## src/rtl/pe_sum_drain.sv

```systemverilog
// rtl/pe_sum_drain.sv - snapshot of per-PE partial sums drained over a valid/ready stream
module pe_sum_drain #(
  parameter int NUM_PE = 4,
  parameter int SUM_W  = 20,
  parameter int IDX_W  = 2
) (
  input  logic                    clk,
  input  logic                    reset,
  input  logic                    capture,
  input  logic [NUM_PE*SUM_W-1:0] pe_sums,
  input  logic                    clear_overrun,
  output logic                    out_valid,
  input  logic                    out_ready,
  output logic [SUM_W-1:0]        out_data,
  output logic [IDX_W-1:0]        out_index,
  output logic                    out_last,
  output logic                    busy,
  output logic                    done,
  output logic                    overrun
);

  typedef enum logic {
    IDLE  = 1'b0,
    DRAIN = 1'b1
  } state_t;

  localparam logic [IDX_W-1:0] LAST = IDX_W'(NUM_PE - 1);

  state_t           state_q, state_d;
  logic [IDX_W-1:0] idx_q, idx_d;
  logic             done_q, done_d;
  logic             overrun_q, overrun_d;
  logic [SUM_W-1:0] shadow_q [NUM_PE];

  logic drain, xfer, final_xfer, load, lost;

  always_comb begin
    drain      = (state_q == DRAIN);
    xfer       = drain && out_ready;
    final_xfer = xfer && (idx_q == LAST);
    // A capture landing on the final transfer starts the next tile with no bubble.
    load       = capture && (!drain || final_xfer);
    lost       = capture && drain && !final_xfer;
  end

  always_comb begin
    state_d   = state_q;
    idx_d     = idx_q;
    done_d    = final_xfer;
    overrun_d = overrun_q;
    case (state_q)
      IDLE:  if (capture) state_d = DRAIN;
      DRAIN: if (final_xfer) state_d = capture ? DRAIN : IDLE;
      default: state_d = IDLE;
    endcase
    if (load) begin
      idx_d = '0;
    end else if (xfer && !final_xfer) begin
      idx_d = idx_q + IDX_W'(1);
    end
    if (lost) begin
      overrun_d = 1'b1;
    end else if (clear_overrun) begin
      overrun_d = 1'b0;
    end
  end

  always_ff @(posedge clk or negedge reset) begin
    if (!reset) begin
      state_q   <= IDLE;
      idx_q     <= '0;
      done_q    <= 1'b0;
      overrun_q <= 1'b0;
    end else begin
      state_q   <= state_d;
      idx_q     <= idx_d;
      done_q    <= done_d;
      overrun_q <= overrun_d;
    end
  end

  always_ff @(posedge clk or negedge reset) begin
    if (!reset) begin
      for (int i = 0; i < NUM_PE; i++) shadow_q[i] <= '0;
    end else if (load) begin
      for (int i = 0; i < NUM_PE; i++) shadow_q[i] <= pe_sums[i*SUM_W +: SUM_W];
    end
  end

  // Outputs come only from registered state and the shadow, never from pe_sums.
  always_comb begin
    out_valid = drain;
    busy      = drain;
    out_data  = drain ? shadow_q[idx_q] : '0;
    out_index = drain ? idx_q : '0;
    out_last  = drain && (idx_q == LAST);
    done      = done_q;
    overrun   = overrun_q;
  end

endmodule

```

## config.mk

```make
export PLATFORM = sky130hd
export DESIGN_NAME = pe_sum_drain
export DESIGN_NICKNAME = d
export VERILOG_FILES = /design/src/rtl/pe_sum_drain.sv
export SDC_FILE = /design/constraint.sdc
export NUM_CORES = 1
export LEC_CHECK = 0
export CORE_MARGIN = 4
export CORE_UTILIZATION = 49
export DETAILED_ROUTE_END_ITERATION = 7
export PLACE_DENSITY = 0.81
export REMOVE_ABC_BUFFERS = 1
export SLEW_MARGIN = 25
export SYNTH_ARGS = -nofsm -noshare
export SYNTH_HDL_FRONTEND = slang
export SYNTH_SLANG_ARGS = --single-unit
```

## constraint.sdc

```tcl
create_clock -name clk -period 2 [get_ports clk]
set_input_delay 0.4 -clock clk [delete_from_list [all_inputs] [get_ports clk]]
set_output_delay 0.4 -clock clk [all_outputs]
set_load 0.01 [all_outputs]
```

# [Word-level counts from Yosys, hierarchy flattened]
# Index checks and enable logic that the tools add are counted.
[word_totals] register_bits=85 output_inout_bits=27 word_cells=37
[classes] addsub=1 magnitude_cmp=1 eq_ne=1 n_mux=12 bitwise_logic=2 n_reduce_logical=12
[ops] cell="20-bit 2-to-1 mux" n=3
[ops] cell="20-bit binary-select mux with 2-bit select" n=1
[ops] cell="1-bit logical AND" n=7
[ops] cell="2-bit 2-to-1 mux" n=3
[ops] cell="1-bit 2-to-1 mux" n=4
[ops] cell="2-bit nonzero test" n=2
[ops] cell="3-bit >= comparator (second input constant)" n=1
[ops] cell="2-bit NOT with 3-bit output" n=1
[ops] cell="2-bit by 1-bit adder with 2-bit output (second input constant)" n=1
[ops] cell="2-bit equality test (second input constant)" n=1
[ops] cell="1-bit zero test" n=2
[ops] cell="1-bit one-hot mux with 2 select lines" n=1
[ops] cell="1-bit logical OR" n=1
[ops] cell="1-bit NOT" n=1

# [Depth between registers and ports, before layout]
[logic_depth] depth_word=6 depth_mapped=6 ltp_nobuf=4

# [Least setup slack after synthesis]
# No wires, ideal clock.
[synth_path] kind="reg-to-reg" startpoint="reg idx_q[0]" endpoint="reg shadow_q[0] (netlist bit)" setup_ns=0.125 arrival_ns=1.530 required_time_ns=1.875 setup_slack_ns=0.345 stages_incl_launch_ff=7 n_path_buf=2 period_less_slack_ns=1.655 path_cell_list="dfrtp_1 ha_1 a21boi_4 nand2b_4 buf_12 buf_12 mux2_4"
[synth_via] elab_chain_len=4
[synth_lines] element="from (decl)" line="30" text="logic [IDX_W-1:0] idx_q, idx_d;"
[synth_lines] element="from (signal assigned)" line="76" text="idx_q <= idx_d;"
[synth_lines] element="2-bit equality test" line="40" text="final_xfer = xfer && (idx_q == LAST);"
[synth_lines] element="1-bit logical AND" line="40"
[synth_lines] element="1-bit logical OR" line="42" text="load = capture && (!drain || final_xfer);"
[synth_lines] element="1-bit logical AND" line="42"
[synth_lines] element="to (decl)" line="33" text="logic [SUM_W-1:0] shadow_q [NUM_PE];"
# Every way passes these cells.
# A chain may end at the register's enable or synchronous reset.

# [Final worst setup path]
[layout_path] startpoint="reg idx_q[1]" endpoint="out out_data[16]"
[layout_via] elab_chain_len=5
[layout_lines] element="2-bit NOT with 3-bit output (not written as such)" line="94" text="out_data = drain ? shadow_q[idx_q] : '0;"
[layout_lines] element="20-bit binary-select mux with 2-bit select" line="94"
[layout_lines] element="20-bit 2-to-1 mux (not written as such) (2 in a row)" line="94"
[layout_lines] element="20-bit 2-to-1 mux" line="94"
[layout_lines] element="to (decl)" line="14" text="output logic [SUM_W-1:0] out_data,"
# Every way passes these cells. The select of a mux whose other input is x is not followed.

==> key figures <==
Place
  • HPWL after detailed placement: 6470 µm
  • Port Buf Inserts: 111
  • Pre-CTS WS: -0.0216 ns
  • Routability congestion estimate: 0.799

Finish
  • Leading cell type in the layout, fill and taps excluded: sky130_fd_sc_hd__clkdlybuf4s50_1
  • Share of final-layout standard cells stronger than drive strength 1: 41.3%
  • Final core occ: 69.8%
  • Layout-stage area growth over the synthesis result: 37.0%
  • Fin nets: 482
  • Final antenna diode count: 0
  • Commonest cells after routing, fill and taps aside: 87 x sky130_fd_sc_hd__clkdlybuf4s50_1, 84 x sky130_fd_sc_hd__dfrtp_1, 80 x sky130_fd_sc_hd__mux2_4

GRT
  • Wire length of the first global-routing pass: 14,400 µm
  • Number of antenna violations at the first check in global routing: 0
  • Number of global-route vias before repair: 2,887
  • GRT overflow: 0
  • GRT Total Usage: 18.0%
  • Largest net degree at the start of global routing: 46

Logic synthesis
  • Syn Inst Count: 264
  • Mean post-synth cell area: 16.0 µm²
  • Post-synth EDFFs: 0
  • Synth warnings: 0
  • Post-synthesis simple-gate area fraction: 1.72%
  • Fraction of synthesis flops using an asynchronous set or reset pin: 100%
  • Number of distinct library cells after synthesis: 22
  • Adder-Cell Fraction of Synth Area: 0.296%
  • Synth Flop Type: sky130_fd_sc_hd__dfrtp_1
  • Flip-flop and latch count after synthesis: 85
  • Portion of the post-synthesis area used by sequential elements: 50.3%
  • Synth Area in Compound Gates: 4.11%
  • Proportion of synthesized area in mux cells: 37.9%
  • Dominant combinational cell family by area after synthesis: multiplexers
  • Post-synthesis xor/xnor area fraction: 0%
  • Netlist Area Pre-Place: 4230 µm²

Drt
  • Via total after detailed routing: 2,687
  • Vias/cell: 5.32
  • DRT antenna net count: 0
  • TritonRoute pass-1 iters: 4
  • Count of routing violations after the opening detailed-route iteration: 82
  • Wire length per cell after detailed routing: 18.7 µm
  • Post-Route WL: 9430 µm
  • DRC violation count after routing: 0

STA
  • RSZ-0062 raised after global routing: true
  • Final clock skew: 0.00934 ns
  • Worst-case headroom to the max-slew limit: 79.8%
  • Final setup slack of the worst path: -0.0174 ns
  • Final Max Slew Viols: 0
  • Number of failing setup endpoints in the final timing report: 2
  • Final count of hold timing violations: 0
  • Minimum period implied by the final worst setup slack: 2.02 ns
  • Post-route clock period utilization: 101%
  • Pin slew with the least headroom to its limit: 0.302 ns
  • Fmax achieved: 0.496 GHz

Setup path
  • FF-to-FF path depth: 6
  • Crit path largest cell delay: 0.49 ns
  • Worst Setup End Kind: primary output
  • Path type of the worst setup path: flip-flop to primary output
  • Required @ worst endpoint: 1.60 ns
  • Critical R2R Capture: shadow_q[72]$_DFFE_PN0P_
  • Worst-path maximum fanout: 10
  • CP delay by family, top: flip-flops
  • Slack of the worst reg-to-reg path: 0.06 ns
  • Nature of the critical path startpoint: flip-flop
  • CP cell instances: buf_12 -> buf_4 -> mux2i_1 -> o22ai_2 -> buf_2
  • Endpoint arrival time on the critical path: 1.62 ns
  • Number of buffer and inverter stages on the critical path: 3
  • Reg2reg start: idx_q[1]$_DFFE_PN0P_
  • Critical Path Slowest Stage Cell: sky130_fd_sc_hd__dfrtp_2

Outcome
  • Violated checks: setup timing
  • Outcome: complete, but fails checks

Power
  • Leakage power figure: 2.82 nW
  • Largest vdd supply drop: 671 µV
  • Power Density: 1530 nW/µm²

Floorplanning
  • Die outline width: 101 µm
  • Num ports: 112
  • Standard cell core area: 8300 µm²
  • Die H: 101 µm
  • Effective utilization at floorplan: 51.0%
  • Full die area: 10,200 µm²
  • Floorplan row count: 33

Min path
  • Type of the worst min-delay path: primary input to asynchronous set/reset pin

Clock tree
  • Insertion delay to the later sink of the worst-skew pair: 0.34 ns
  • Number of buffers created by CTS: 9
  • Clock root cell: sky130_fd_sc_hd__clkbuf_8
  • Number of clock sinks: 85
  • CTS clock-pin slew for the worst setup and hold paths: 0.09 ns
  • Number of buffers between clock root and the deepest sink: 2
  • Clock tree from TritonCTS: done
  • Max H-tree Level: 3

Job
  • Maximum capacitance violations: 0
-- synth_stat cells, types with 2 or more instances --
cell type | number | area (µm²)
sky130_fd_sc_hd__o22ai_1 | 20 | 125
sky130_fd_sc_hd__mux2i_1 | 40 | 400
sky130_fd_sc_hd__and2_2 | 2 | 15.0
sky130_fd_sc_hd__nand2_1 | 2 | 7.51
sky130_fd_sc_hd__inv_1 | 4 | 15.0
sky130_fd_sc_hd__buf_12 | 9 | 180
sky130_fd_sc_hd__a221o_1 | 2 | 20.0
sky130_fd_sc_hd__clkbuf_1 | 5 | 18.8
sky130_fd_sc_hd__dfrtp_1 | 85 | 2130
sky130_fd_sc_hd__buf_2 | 4 | 20.0
sky130_fd_sc_hd__mux2_4 | 80 | 1200
-- final cells by class --
class | instances | area (µm²)
clock buffers | 12 | 155
clock inverters | 3 | 45.0
fillers | 582 | 2500
inverters | 4 | 15.0
multi-input cells | 156 | 1940
flip-flops and latches | 85 | 2130
well taps | 105 | 131
repair buffers | 140 | 1380
-- power breakdown --
| part | internal [mW] | total [mW] | switching [mW] |
|---|---|---|---|
| sequential | 2.58 | 3.13 | 0.556 |
| combinational | 2.82 | 4.54 | 1.72 |
| clock | 0.640 | 1.22 | 0.579 |
| total | 6.04 | 8.89 | 2.85 |
-- registers in the layout (all words and copies together) (netlist names) --
| name | flops |
|---|---|
| shadow_q | 80 |
| busy | 1 |
| done | 1 |
| overrun | 1 |
| idx_q | 2 |
-- worst max path at each step --
stage | endpoint | cells after the start | from | slack [ns]
floorplan | shadow_q[0]$_DFFE_PN0P_ | 4 | idx_q[1]$_DFFE_PN0P_ | -1.40
global placement | shadow_q[37]$_DFFE_PN0P_ | 5 | out_ready | 0.03
detailed placement | shadow_q[79]$_DFFE_PN0P_ | 5 | out_ready | -0.02
CTS | out_data[9] | 4 | idx_q[1]$_DFFE_PN0P_ | -0.05
global route | out_data[16] | 5 | idx_q[1]$_DFFE_PN0P_ | -0.10
finish | out_data[16] | 5 | idx_q[1]$_DFFE_PN0P_ | -0.02
-- logic make-up (layout without fill, tap and decap cells) --
group,count (synthesis),in the layout
compound gates,25,25
fa+ha+maj,1,1
buf+inv,23,159
flops,85,85
mux,120,120
simple gates,10,10
-- per-layer routing --
metal | vias to the layer above | wire length, µm | global-route usage (%)
li1 | 1224 | - | -
met1 | 1352 | 4100 | 24.1
met2 | 90 | 4630 | 28.7
met3 | 21 | 514 | 4.64
met4 | 0 | 174 | 5.62
met5 | - | 0 | 0
-- stage by stage --
| stage | setup TNS [ns] | hold slack [ns] | cell area (µm²) | total power [mW] | std cells |
|---|---|---|---|---|---|
| after floorplan | -121.53 | 0.104 | 4000 | 5.78 | 245 |
| after global routing | -0.570 | 0.489 | 5790 | 9.41 | 505 |
| final | -0.0235 | 0.483 | 5790 | 8.89 | 505 |
| after global placement | 0 | 0.309 | 5440 | 7.38 | 480 |
| after detailed placement | -0.369 | 0.309 | 5440 | 7.51 | 480 |
| after CTS | -0.357 | 0.483 | 5710 | 8.73 | 500 |
-- repair_timing --
action	4_1_cts	5_1_grt
hold buffers	1	0
setup endpoints to repair	23	21
hold endpoints to repair	20	0
gates resized for setup	56	47
cloned	0	1
setup buffers	4	4
pin swaps	0	4
Power figures use the tool's default switching activity.
